==> src/rtl/timestamp_pkg.sv <==
// Shared definitions for the timestamp capture block: width helpers, default
// sizes and the legal parameter ranges.
package timestamp_pkg;

  localparam int TS_WIDTH_DEFAULT  = 24;
  localparam int TS_NUM_CH_DEFAULT = 4;

  function automatic int clog2(input int n);
    int r;
    r = 0;
    while ((1 << r) < n) r++;
    return r;
  endfunction

  // Index width that never collapses to zero bits, even for a single channel.
  function automatic int ch_width(input int num_ch);
    return (clog2(num_ch) < 1) ? 1 : clog2(num_ch);
  endfunction

  function automatic bit params_ok(input int width, input int prescale,
                                   input int num_ch, input int saturate);
    return (width >= 2) && (width <= 48) && (prescale >= 1) &&
           (num_ch >= 1) && (num_ch <= 16) && ((saturate == 0) || (saturate == 1));
  endfunction

endpackage

==> src/rtl/ts_rr_arbiter.sv <==
// Combinational round-robin pick: first set request strictly after ptr,
// wrapping around, so the last winner has the lowest priority next time.
module ts_rr_arbiter
  import timestamp_pkg::*;
#(
  parameter int NUM_CH = TS_NUM_CH_DEFAULT,
  parameter int CH_W   = ch_width(NUM_CH)
) (
  input  logic [NUM_CH-1:0] req,
  input  logic [CH_W-1:0]   ptr,
  output logic              gnt_valid,
  output logic [CH_W-1:0]   gnt_idx
);

  logic [CH_W-1:0] idx;

  always_comb begin
    gnt_valid = 1'b0;
    gnt_idx   = '0;
    idx       = '0;
    for (int i = 1; i <= NUM_CH; i++) begin
      idx = CH_W'((int'(ptr) + i) % NUM_CH);
      if (!gnt_valid && req[idx]) begin
        gnt_valid = 1'b1;
        gnt_idx   = idx;
      end
    end
  end

endmodule

==> src/rtl/timestamp_capture.sv <==
// Prescaled mission timestamp with preload and wrap/saturate, plus per-channel
// rising-edge capture delivered one at a time over a valid/ready port.
module timestamp_capture
  import timestamp_pkg::*;
#(
  parameter int WIDTH    = TS_WIDTH_DEFAULT,
  parameter int PRESCALE = 1,
  parameter int NUM_CH   = TS_NUM_CH_DEFAULT,
  parameter int SATURATE = 0,
  localparam int CH_W    = ch_width(NUM_CH)
) (
  input  logic              CLK,
  input  logic              RESET,
  input  logic              EN,
  input  logic              LOAD,
  input  logic [WIDTH-1:0]  LOAD_VAL,
  output logic [WIDTH-1:0]  TIMESTAMP,
  output logic              TICK,
  output logic              ROLLOVER,
  output logic              SAT,
  input  logic [NUM_CH-1:0] EVENT,
  output logic              CAP_VALID,
  input  logic              CAP_READY,
  output logic [CH_W-1:0]   CAP_CH,
  output logic [WIDTH-1:0]  CAP_TS,
  output logic [NUM_CH-1:0] OVF,
  input  logic [NUM_CH-1:0] CLR_OVF
);

  localparam int PW = ch_width(PRESCALE);
  localparam logic [PW-1:0] PRE_MAX = PW'(PRESCALE - 1);

  if (!params_ok(WIDTH, PRESCALE, NUM_CH, SATURATE)) begin : g_param_check
    $error("timestamp_capture: parameter out of range");
  end

  logic [PW-1:0]    pre, pre_next;
  logic [WIDTH-1:0] ts_next;
  logic             tick_next, roll_next;

  // CAP port: a capture transfers on any edge where CAP_VALID and CAP_READY are
  // both high; CAP_CH/CAP_TS hold steady while CAP_VALID is high and not taken.
  logic [NUM_CH-1:0] event_d, edges, pend, move_hit;
  logic [WIDTH-1:0]  cap_mem [NUM_CH];
  logic [CH_W-1:0]   rr_ptr, win;
  logic              win_valid, move;

  always_comb begin
    ts_next   = TIMESTAMP;
    pre_next  = pre;
    tick_next = 1'b0;
    roll_next = 1'b0;
    if (LOAD) begin
      ts_next  = LOAD_VAL;
      pre_next = '0;
    end else if (EN) begin
      if (pre == PRE_MAX) begin
        pre_next  = '0;
        tick_next = 1'b1;
        if (!(&TIMESTAMP)) begin
          ts_next = TIMESTAMP + WIDTH'(1);
        end else if (SATURATE == 0) begin
          ts_next   = '0;
          roll_next = 1'b1;
        end
      end else begin
        pre_next = pre + PW'(1);
      end
    end
  end

  assign edges = EVENT & ~event_d;
  assign move  = (!CAP_VALID || CAP_READY) && win_valid;

  always_comb begin
    move_hit = '0;
    for (int c = 0; c < NUM_CH; c++) move_hit[c] = move && (win == CH_W'(c));
  end

  ts_rr_arbiter #(.NUM_CH(NUM_CH), .CH_W(CH_W)) u_arb (
    .req       (pend),
    .ptr       (rr_ptr),
    .gnt_valid (win_valid),
    .gnt_idx   (win)
  );

  always_ff @(posedge CLK or posedge RESET) begin
    if (RESET) begin
      TIMESTAMP <= '0;
      pre       <= '0;
      TICK      <= 1'b0;
      ROLLOVER  <= 1'b0;
      SAT       <= 1'b0;
      event_d   <= '0;
      pend      <= '0;
      OVF       <= '0;
      CAP_VALID <= 1'b0;
      CAP_CH    <= '0;
      CAP_TS    <= '0;
      rr_ptr    <= CH_W'(NUM_CH - 1);
      for (int c = 0; c < NUM_CH; c++) cap_mem[c] <= '0;
    end else begin
      TIMESTAMP <= ts_next;
      pre       <= pre_next;
      TICK      <= tick_next;
      ROLLOVER  <= roll_next;
      SAT       <= (SATURATE != 0) && (&ts_next);
      event_d   <= EVENT;

      if (move) begin
        CAP_VALID <= 1'b1;
        CAP_CH    <= win;
        CAP_TS    <= cap_mem[win];
        rr_ptr    <= win;
      end else if (CAP_READY) begin
        CAP_VALID <= 1'b0;
      end

      // A slot being emptied this edge may take a fresh capture; otherwise the
      // first captured value is kept and the channel is flagged.
      for (int c = 0; c < NUM_CH; c++) begin
        if (edges[c] && (!pend[c] || move_hit[c])) begin
          cap_mem[c] <= TIMESTAMP;
          pend[c]    <= 1'b1;
        end else if (move_hit[c]) begin
          pend[c] <= 1'b0;
        end
        if (edges[c] && pend[c] && !move_hit[c]) OVF[c] <= 1'b1;
        else if (CLR_OVF[c])                     OVF[c] <= 1'b0;
      end
    end
  end

endmodule

==> config.mk <==
export PLATFORM = sky130hd
export DESIGN_NAME = timestamp_capture
export DESIGN_NICKNAME = d
export VERILOG_FILES = /design/src/rtl/timestamp_pkg.sv /design/src/rtl/ts_rr_arbiter.sv /design/src/rtl/timestamp_capture.sv
export SDC_FILE = /design/constraint.sdc
export NUM_CORES = 1
export LEC_CHECK = 0
export CAP_MARGIN = 10
export CORE_UTILIZATION = 52
export CTS_CLUSTER_SIZE = 25
export DETAILED_ROUTE_END_ITERATION = 10
export GPL_TIMING_DRIVEN = 0
export PLACE_DENSITY_LB_ADDON = 0.05
export SLEW_MARGIN = 20
export SYNTH_ARGS = -nofsm -noshare
export SYNTH_HDL_FRONTEND = slang
export SYNTH_SLANG_ARGS = --single-unit
export TNS_END_PERCENT = 20
==> constraint.sdc <==
create_clock -name CLK -period 8.9 [get_ports CLK]
set_input_delay 1.335 -clock CLK [delete_from_list [all_inputs] [get_ports CLK]]
set_output_delay 1.335 -clock CLK [all_outputs]
set_load 0.02 [all_outputs]
Word-level counts from Yosys, hierarchy flattened. Index checks and enable logic that the tools add are counted.

Flip-flop bits (word level): 164. Bits of input ports: 37. Output and inout bits: 58. Word-level logic and storage cells: 140.

Add/subtract/negate cells: 6. $lt $le $gt $ge: 5. Equal/unequal tests: 4. Mux-type cells: 51. Bitwise gates (word level): 3. Reductions and logical operators: 50.

Operator list (count): two-way mux 24 bit (6); binary-select mux 24 bit (select 2 bit) (1); two-way mux 1 bit (36); adder 24 x 1 -> 24 bit (second input constant) (1); AND reduction 24 bit (1); logical AND 1 bit (20); nonzero test 2 bit (10); zero test 1 bit (12); less-than comparator 2 x 3 -> 1 bit (second input constant) (4); binary-select mux 1 bit (select 2 bit) (4); two-way mux 2 bit (4); logical OR 1 bit (5); adder 2 x 1 -> 2 bit (second input constant) (2); adder 2 bit (second input constant) (2); AND 4 bit (1); equality test 2 bit (second input constant) (2); inverter 4 bit (1); greater-or-equal comparator 3 bit (second input constant) (1); inverter 2 -> 3 bit (1); equality test 2 x 1 -> 1 bit (second input constant) (1); zero test 2 bit (1); != test 2 bit (second input constant) (1); AND reduction 2 bit (1); adder 1 bit (second input constant) (1).

Depth between registers and ports, before layout. Gate-level depths: netlist of the first run.

Word-level depth: 18. Gate-level depth with buffers: 8. Depth with buffers taken out: 6.

By module. A second synthesis of the first run with hierarchy kept.

Cells, all modules: 563. Area total of the unflattened synthesis: 7445.9 µm².

By module, submodules not included: timestamp_capture (times used 1, cells an instance 549, area an instance 7354.6 µm², seq. area each 4081.4 µm²); ts_rr_arbiter (times used 1, cells an instance 14, area an instance 91.3 µm², seq. area each 0.0 µm²).

Least setup slack after synthesis of the first run. No wires, ideal clock.

Path type: input to register. From: in CAP_READY. To: reg cap_mem[72] in the netlist's numbering. Setup time: 0.125 ns. Arrival: 2.714 ns. Data required time: 8.775 ns. Slack: 6.061 ns. Stages on the path: 6. Buffers on the path: 1. Cell sequence: inv_1 -> a21oi_2 -> o211ai_1 -> a21oi_2 -> buf_2 -> mux2_2.

Word-level cells in the longest chain between the ends: 5.

Ends and longest elaborated chain: start, declared (RTL line timestamp_capture.sv:23) `input logic CAP_READY,`; logical OR 1 bit (RTL line timestamp_capture.sv:73) `assign move = (!CAP_VALID || CAP_READY) && win_valid;`; logical AND 1 bit (RTL line timestamp_capture.sv:73); logical AND 1 bit (RTL line timestamp_capture.sv:77) `for (int c = 0; c < NUM_CH; c++) move_hit[c] = move && (win == CH_W'(c));`; logical OR 1 bit (RTL line timestamp_capture.sv:122) `if (edges[c] && (!pend[c] || move_hit[c])) begin`; logical AND 1 bit (RTL line timestamp_capture.sv:122); end signal, assigned by index (RTL line timestamp_capture.sv:123) `cap_mem[c] <= TIMESTAMP;`; end, declared (RTL line timestamp_capture.sv:44) `logic [WIDTH-1:0] cap_mem [NUM_CH];`.

No other way between the ends. A chain may end at the register's enable or synchronous reset.

Final worst setup path of the first run.
From: in CAP_READY. To: reg cap_mem[58] in the netlist's numbering.

Same word-level chain as after synthesis.

==> run_results.csv, run 1 <==
group,metric,value,unit
global_routing,grt_max_degree,109,
power,ir_drop,198,uV
final_layout,drive_above_1_share,13.1,%
run,cap_violations,0,
final_layout,final_nets,928,
outcome,violations,"DRC",
clocking,cts_sinks,163,
critical_path,criticalPathCategory,"input pin to flip-flop",
synthesis,synth_area,7870,sq um
synthesis,ys_async_sr_fraction,100,%
clocking,insertion_delay,440,ps
detailed_routing,wl_per_cell,20.9,um
synthesis,syn_inst,779,
synthesis,ys.flop_type,"dfrtp_1",
detailed_routing,dr.pass1.iters,9,
final_layout,num-fill-cells,1170,
synthesis,synth_seq_cells,163,
clocking,root_buffer,"clkbuf_16",
critical_path,worst_ep_required_time,9170,ps
power,power_density,353,nW/um^2
final_layout,final_cell_mix,"161 x dfrtp_1, 129 x nand2_1, 91 x clkdlybuf4s50_1, 72 x a211oi_1",
clocking,cts_tree,"done",
timing,fin_setup_tns,0,ps
detailed_routing,drtIter0Drc,552,
global_routing,grt_pass1_vias,6690,
timing,fin_skew,10.3,ps
timing,worstMarginPinSlew,810,ps
detailed_routing,via_per_inst,6.10,
global_routing,grt_overflow_total,0,
floorplanning,initial_utilization,53.7,%
timing,setup_violations,0,
synthesis,yosysTopAreaCellShare,51.2,%
clocking,h-tree-depth,4,
detailed_routing,routed_wl,22600,um
timing,period_share,40.9,%
synthesis,seq_area_frac_synth,51.9,%
critical_path,cp-start-kind,"input pin",
placed_design,post_dp_cell_area,9040,sq um
hold_path,hold_class,"flip-flop to flip-flop",
detailed_routing,vias,6619,
timing,fmax,274,MHz
floorplanning,die_w,125,um
synthesis,synth_edf_count,0,
synthesis,yosys.area.top_type,"dfrtp_1",
timing,slew_viol_final,0,
power,p_total,3.39,mW
detailed_routing,drcViolationCount,10,
power,p_leak,4.03,nW
floorplanning,coreArea,14600,sq um
global_routing,grt_pass1_wl,36300,um
timing,rsz0062_at_grt,"false",
timing,slew_headroom,45.7,%
final_layout,diodes,0,
clocking,cts_hold_buf,0,
final_layout,finalInstanceArea,9630,sq um
floorplanning,die_height,125,um
clocking,post_cts_buffers,0,
clocking,cts_resized,0,
synthesis,yosysWarnings,0,
global_routing,track_usage,30.4,%
synthesis,ys_types,56,
critical_path,crit_path_max_fanout,10,
outcome,status,"finished, violations left",
final_layout,final_common_cell,"dfrtp_1",
placed_design,place_hpwl,15300,um
timing,min_period,3640,ps
critical_path,critPathCaptureType,"flip-flop",
clocking,clkTransAtPathRegs,60,ps
global_routing,antenna_found_initial,0,
detailed_routing,detail-route-antenna-nets,0,
floorplanning,rows,44,
floorplanning,ios,95,
final_layout,area_growth,22.3,%
synthesis,synth_area_leaders,"dfrtp_1 51%, a211oi_1 6.9%, mux2_2 6.9%",
critical_path,critPathArrivalTime,3920,ps
synthesis,syn_nets,817,
final_layout,final_core_util,65.7,%
clocking,cts_buffer_depth,2,
synthesis,syn_area_per_cell,10.1,sq um
placed_design,port_buffers,91,
floorplanning,die-area,15600,sq um
timing,hold_viol_final,0,
placed_design,place_congestion,0.907,
clocking,numCtsBuffers,17,
[synthesized netlist by cell type (all sizes together), types with 2 or more instances]
master and n:
a211oi 72, a21boi 3, a21o 2, a21oi 16
a22o 2, a22oi 3, a31oi 3, a32oi 2
and2 2, and3 4, and4 3, buf 22
clkbuf 47, dfrtp 161, dfstp 2, inv 35
mux2 48, mux2i 26, nand2 129, nand2b 19
nand3 8, nand4 16, nor2 33, nor2b 7
nor3 8, nor3b 2, nor4 4, o211ai 6
o21ai 19, o22ai 48, o32ai 2, or3 2
or4b 3, xnor2 3, xor2 6
[state kept, by name (all words and copies together), names as in the netlist, 2 cells and up]
name	cells
cap_mem	96
CAP_TS	24
TIMESTAMP	24
OVF	4
event_d	4
pend	4
CAP_CH	2
rr_ptr	2
[cell type report]
class,instances,area [sq um],area share [%]
Multi-Input combinational cell,512,3340,34.7
Tap cell,184,230,2.39
Clock buffer,20,447,4.64
Inverter,35,139,1.44
Timing Repair Buffer,92,938,9.75
Sequential cell,163,4080,42.4
Buffer,69,317,3.29
Clock inverter,10,135,1.40
[kinds of logic (layout without fill, tap and decap cells)]
| group | count (synthesis) | count (layout) | synth area share [%] |
|---|---|---|---|
| fa+ha+maj | 1 | 1 | 0.159 |
| buf+inv | 104 | 226 | 5.69 |
| compound gates | 184 | 184 | 16.3 |
| xor+xnor | 9 | 9 | 1.00 |
| simple gates | 243 | 243 | 14.7 |
| mux | 74 | 74 | 10.2 |
| flops | 163 | 163 | 51.9 |
| other cells | 1 | 1 | 0.0477 |
[metal layers]
layer	vias to the layer above	part of all wire [%]	global-route usage, %
li1	2981	-	-
met1	3264	42	39.9
met2	323	48	49.3
met3	51	7.0	6.46
met4	0	2.8	12.5
met5	-	0	0
[per-stage QoR]
step	cells	worst slack [ps]	hold slack [ps]
floorplan	779	3160	480
global placement	1054	1040	463
detailed placement	1055	4850	473
CTS	1085	5300	487
global route	1085	5050	499
finish	1085	5260	477
[where the power goes]
group | internal (mW) | total [mW] | switching, mW
Sequential | 1.04 | 1.23 | 0.189
Clock | 0.443 | 0.740 | 0.297
Combinational | 0.598 | 1.42 | 0.822
Total | 2.09 | 3.39 | 1.31
[path summary, 6_finish.rpt]
| kind | start | cells after the start | slack, ps | to |
|---|---|---|---|---|
| min in group asynchronous | RESET | 2 | 1330 | cap_mem[52] |
| min reg2reg | CAP_CH[1] | 2 | 480 | CAP_CH[1] |
| min | CAP_CH[1] | 2 | 480 | CAP_CH[1] |
| max in group asynchronous | RESET | 3 | 6710 | cap_mem[12] |
| max reg2reg | rr_ptr[1] | 7 | 6080 | cap_mem[58] |
| max | CAP_READY | 7 | 5260 | cap_mem[58] |
[worst max-delay path, cell delays in order]
cell             delay, ps
clkdlybuf4s50_1        460
inv_1                   60
a21oi_2                400
nand2_1                250
nor3_1                 650
clkbuf_1               600
o22ai_1                160
Note: power is estimated with default switching activity, not from simulation.
==> inputs of run 2 (changes only) <==
--- a/config.mk
+++ b/config.mk
@@ -6,7 +6,7 @@
 export NUM_CORES = 1
 export LEC_CHECK = 0
 export CAP_MARGIN = 10
-export CORE_UTILIZATION = 52
+export CORE_UTILIZATION = 51
 export CTS_CLUSTER_SIZE = 25
 export DETAILED_ROUTE_END_ITERATION = 10
 export GPL_TIMING_DRIVEN = 0
==> constraint.sdc (replaced) <==
create_clock -name CLK -period 3.05 [get_ports CLK]
set_input_delay 0.4575 -clock CLK [delete_from_list [all_inputs] [get_ports CLK]]
set_output_delay 0.4575 -clock CLK [all_outputs]
set_load 0.02 [all_outputs]
==> run_results.csv, run 2 (same netlist as run 1, synthesis figures left out) <==
group,metric,value,unit
power,p_leak,4.10,nW
final_layout,final_nets,932,
timing,hold_slack,462,ps
timing,slew_viol_final,0,
timing,fmax,352,MHz
critical_path,path_cells,"nor4_1 > a21oi_2 > nand2_1 > nor3_1 > clkbuf_1 > o22ai_1",
floorplanning,initial_utilization,51.9,%
clocking,cts_buffer_depth,2,
clocking,numCtsBuffers,17,
timing,fin_setup_tns,0,ps
detailed_routing,dr.pass1.iters,5,
critical_path,worst_ep_required_time,3330,ps
timing,rsz0062_at_grt,"false",
detailed_routing,drtIter0Drc,467,
critical_path,cp-start-kind,"flip-flop",
detailed_routing,vias,6762,
placed_design,place_hpwl,15600,um
global_routing,antenna_found_initial,0,
detailed_routing,wl_per_cell,20.9,um
placed_design,port_buffers,91,
clocking,cts_tree,"done",
hold_path,hold_class,"input pin to async pin",
timing,period_share,93.2,%
detailed_routing,detail-route-antenna-nets,0,
clocking,root_buffer,"clkbuf_16",
final_layout,regMostFlops,"cap_mem",
placed_design,place_congestion,0.859,
timing,setup_violations,0,
critical_path,cpPeakStageDelay,630,ps
final_layout,finalInstanceArea,9780,sq um
clocking,post_cts_buffers,0,
global_routing,grt_pass1_vias,6836,
timing,fin_skew,9.04,ps
detailed_routing,via_per_inst,6.18,
global_routing,use_met3,6.54,%
global_routing,grt_overflow_total,0,
final_layout,area_growth,24.3,%
power,clkPwrFrac,23.4,%
floorplanning,die-area,15900,sq um
placed_design,dpl.cell_count,1063,
detailed_routing,routed_wl,22900,um
critical_path,crit_path_max_fanout,10,
global_routing,top_usage_layer,"met2",
power,ir_drop,575,uV
placed_design,post_dp_cell_area,9130,sq um
critical_path,criticalPathCategory,"flip-flop to flip-flop",
clocking,h-tree-depth,4,
clocking,cts_resized,0,
critical_path,crit_start,"pend[3]",
clocking,clkTransAtPathRegs,60,ps
floorplanning,ios,95,
final_layout,largestRegisters,"cap_mem (96), CAP_TS (24), TIMESTAMP (24)",
timing,hold_viol_final,0,
global_routing,gr-usage-met1,39.6,%
clocking,insertion_delay,440,ps
run,cap_violations,0,
timing,worstMarginPinSlew,875,ps
final_layout,largest_reg_flops,96,
floorplanning,die_w,126,um
final_layout,final_cell_mix,"161 x dfrtp_1, 129 x nand2_1, 91 x clkdlybuf4s50_1, 72 x a211oi_1",
final_layout,final_core_util,64.5,%
final_layout,multi_input_area,3340,sq um
final_layout,ff_latch_area,4080,sq um
final_layout,num-fill-cells,1247,
critical_path,critPathCaptureType,"flip-flop",
global_routing,track_usage,30.4,%
final_layout,diodes,0,
detailed_routing,drcViolationCount,0,
critical_path,cp_slowest_cell,"nor3_1",
clocking,cts_hold_buf,0,
timing,slew_headroom,41.4,%
critical_path,critPathArrivalTime,3120,ps
outcome,status,"complete, no violations",
power,combPwrFrac,41.2,%
floorplanning,coreArea,15100,sq um
final_layout,fin_cells,1095,
clocking,cts_sinks,163,
final_layout,drive_above_1_share,13.8,%
critical_path,r2r_start,"pend[3]",
power,power_density,1040,nW/um^2
global_routing,grt_max_degree,35,
timing,min_period,2840,ps
power,seqPwrFrac,35.4,%
final_layout,final_common_cell,"dfrtp_1",
floorplanning,rows,45,
power,p_sw,3.86,mW
power,p_int,6.27,mW
power,swShare,38.1,%
global_routing,grt_pass1_wl,36800,um
floorplanning,die_height,126,um
global_routing,grt_use_met2,48.9,%
## run 2: critical path: cells and delay by family (launching register included)
family | cells | cell delay (ps)
buffers and inverters | 1 | 590
and+or+nand+nor | 3 | 1030
AOI/OAI and AO/OA | 2 | 580
DFF | 1 | 470
## run 2: worst paths after layout
path | slack (ps) | endpoint | cells past startpoint
worst min register to register | 480 | CAP_CH[0] | 2
min in group CLK | 470 | ROLLOVER | 3
max in group asynchronous | 1580 | TICK | 5
worst min-delay path | 460 | OVF[1] | 2
worst max-delay path | 210 | cap_mem[55] | 6
worst max register to register | 210 | cap_mem[55] | 6
## run 2: stage by stage
stage / total power [mW] / setup slack [ps]
CTS: 10.1 / 265
global route: 10.6 / 6.46
floorplan: 6.23 / 523
finish: 10.1 / 207
global placement: 7.55 / -801
detailed placement: 7.72 / -128
## run 2: area by class of cell
type | count | area share, %
plain buffers | 69 | 3.24
clock buffers | 19 | 4.53
clock inverters | 13 | 2.12
inverters | 35 | 1.38
multi-input cells | 512 | 34.1
flip-flops and latches | 163 | 41.8
well taps | 188 | 2.41
repair buffers | 96 | 10.4
## run 2: layer usage
layer / up-vias / wire length (um)
li1: 2988 / -
met1: 3393 / 9650
met2: 324 / 11100
met3: 57 / 1530
met4: 0 / 668
met5: - / 0
## run 2: power groups by stage
stage | clock [mW] | combinational (mW) | sequential [mW]
finish | 2.37 | 4.18 | 3.59
CTS | 2.38 | 4.15 | 3.58
floorplan | 0 | 2.50 | 3.74
global route | 2.48 | 4.46 | 3.69
detailed placement | 0 | 4.11 | 3.61
global placement | 0 | 4.00 | 3.55
==> inputs of run 3 (changes only) <==
--- a/config.mk
+++ b/config.mk
@@ -6,11 +6,13 @@
 export NUM_CORES = 1
 export LEC_CHECK = 0
 export CAP_MARGIN = 10
-export CORE_UTILIZATION = 51
+export CORE_UTILIZATION = 52
 export CTS_CLUSTER_SIZE = 25
 export DETAILED_ROUTE_END_ITERATION = 10
+export DONT_BUFFER_PORTS = 1
 export GPL_TIMING_DRIVEN = 0
 export PLACE_DENSITY_LB_ADDON = 0.05
+export SKIP_LAST_GASP = 1
 export SLEW_MARGIN = 20
 export SYNTH_ARGS = -nofsm -noshare
 export SYNTH_HDL_FRONTEND = slang
==> run_results.csv, run 3 (same netlist as run 1, synthesis figures left out) <==
group,metric,value,unit
power,p_leak,3.77,nW
final_layout,drive_above_1_share,15.1,%
global_routing,grt_max_degree,36,
placed_design,place_congestion,0.896,
final_layout,final_cell_mix,"161 x dfrtp_1, 129 x nand2_1, 72 x a211oi_1, 48 x mux2_2, 48 x o22ai_1",
clocking,cts_tree,"done",
timing,period_share,94.5,%
clocking,root_buffer,"clkbuf_16",
clocking,cts_sinks,163,
floorplanning,rows,44,
power,ir_drop,538,uV
clocking,cts_hold_buf,1,
critical_path,crit_path_max_fanout,10,
clocking,cts_buffer_depth,2,
floorplanning,die-area,15600,sq um
placed_design,post_dp_cell_area,8210,sq um
final_layout,final_core_util,60.7,%
timing,slew_viol_final,0,
critical_path,path_cells,"ha_1 > inv_1 > nor4_4 > nand4_2 > clkbuf_1 > a31oi_1 > a21oi_1",
timing,slew_headroom,46.5,%
power,power_density,1100,nW/um^2
timing,hold_slack,60.4,ps
power,p_int,6.02,mW
clocking,h-tree-depth,4,
critical_path,criticalPathCategory,"flip-flop to flip-flop",
final_layout,final_nets,842,
outcome,violations,"DRC",
floorplanning,ios,95,
detailed_routing,vias,6307,
clocking,numCtsBuffers,17,
timing,fin_setup_tns,0,ps
final_layout,largestRegisters,"cap_mem (96), CAP_TS (24), TIMESTAMP (24)",
detailed_routing,drtIter0Drc,612,
floorplanning,coreArea,14600,sq um
timing,fmax,347,MHz
timing,hold_viol_final,0,
global_routing,grt_pass1_vias,6429,
global_routing,antenna_found_initial,0,
placed_design,place_hpwl,15200,um
power,swShare,38.3,%
floorplanning,initial_utilization,53.7,%
timing,setup_violations,0,
detailed_routing,drcViolationCount,17,
detailed_routing,routed_wl,22300,um
critical_path,cp_slowest_cell,"dfrtp_1",
final_layout,ff_latch_area,4080,sq um
global_routing,track_usage,29.8,%
final_layout,diodes,0,
final_layout,largest_reg_flops,96,
timing,fin_skew,8.78,ps
timing,worstMarginPinSlew,803,ps
run,cap_violations,0,
timing,rsz0062_at_grt,"false",
critical_path,worst_ep_required_time,3350,ps
critical_path,cp-start-kind,"flip-flop",
floorplanning,die_w,125,um
power,seqPwrFrac,40.0,%
clocking,insertion_delay,420,ps
global_routing,grt_pass1_wl,35500,um
critical_path,cp_top_family,"simple AND/OR/NAND/NOR gates",
critical_path,crit_buf_inv,2,
final_layout,finalInstanceArea,8890,sq um
outcome,status,"finished, violations left",
floorplanning,die_height,125,um
clocking,cts_resized,0,
power,p_sw,3.74,mW
critical_path,cpPeakStageDelay,720,ps
final_layout,num-fill-cells,1269,
placed_design,port_buffers,0,
final_layout,area_growth,13.1,%
hold_path,hold_class,"input pin to flip-flop",
clocking,post_cts_buffers,0,
power,combPwrFrac,34.6,%
final_layout,final_common_cell,"dfrtp_1",
detailed_routing,via_per_inst,6.31,
detailed_routing,wl_per_cell,22.3,um
detailed_routing,dr.pass1.iters,8,
timing,min_period,2880,ps
final_layout,regMostFlops,"cap_mem",
critical_path,critPathArrivalTime,3190,ps
detailed_routing,detail-route-antenna-nets,0,
critical_path,critPathCaptureType,"flip-flop",
power,clkPwrFrac,25.4,%
clocking,clkTransAtPathRegs,60,ps
global_routing,grt_overflow_total,0,
power,p_total,9.76,mW
final_layout,multi_input_area,3340,sq um
==> run 3: cell count changes in the layout (fill, tap and decap cells not counted), sizes merged <==
cell	change
clkinvlp	-3
clkinv	-1
clkdlybuf4s50	-91
dlygate4sd3	+1
bufinv	+2
==> run 3: layout make-up <==
cell class,count,area share [%]
clock inverters,11,2.62
well taps,184,2.59
inverters,35,1.52
clock buffers,19,4.98
plain buffers,69,3.56
flip-flops and latches,163,45.9
multi-input cells,512,37.5
repair buffers,6,1.32
==> run 3: per-layer routing <==
| layer | share of wire, % | wire, um | track usage (%) |
|---|---|---|---|
| met5 | 0 | 0 | 0 |
| met4 | 1.9 | 422 | 10.6 |
| met3 | 8.1 | 1800 | 7.57 |
| met2 | 48 | 10600 | 47.9 |
| met1 | 42 | 9410 | 39.4 |
==> run 3: power groups by stage <==
stage | registers, mW | logic, mW | clock network, mW
global route | 4.00 | 3.67 | 2.59
floorplan | 3.74 | 2.50 | 0
global placement | 3.89 | 3.22 | 0
CTS | 3.90 | 3.35 | 2.50
detailed placement | 3.94 | 3.32 | 0
finish | 3.90 | 3.38 | 2.48
==> run 3: per-stage QoR <==
stage | worst slack, ps | std cells
after global routing | 19.0 | 999
after floorplan | 523 | 779
after detailed placement | 279 | 968
after global placement | -337 | 963
after CTS | 254 | 999
final | 167 | 999
==> run 3: path summary, 6_finish.rpt <==
check                              from            end  slack [ps]  depth (start not counted)
max reg2reg                TIMESTAMP[1]  TIMESTAMP[11]         170                          7
min reg2reg                 cap_mem[30]    cap_mem[30]         510                          1
max in group asynchronous         RESET  TIMESTAMP[18]        1700                          4
min                            EVENT[1]     event_d[1]          60                          0
min in group asynchronous         RESET         OVF[1]         560                          2
max                        TIMESTAMP[1]  TIMESTAMP[11]         170                          7
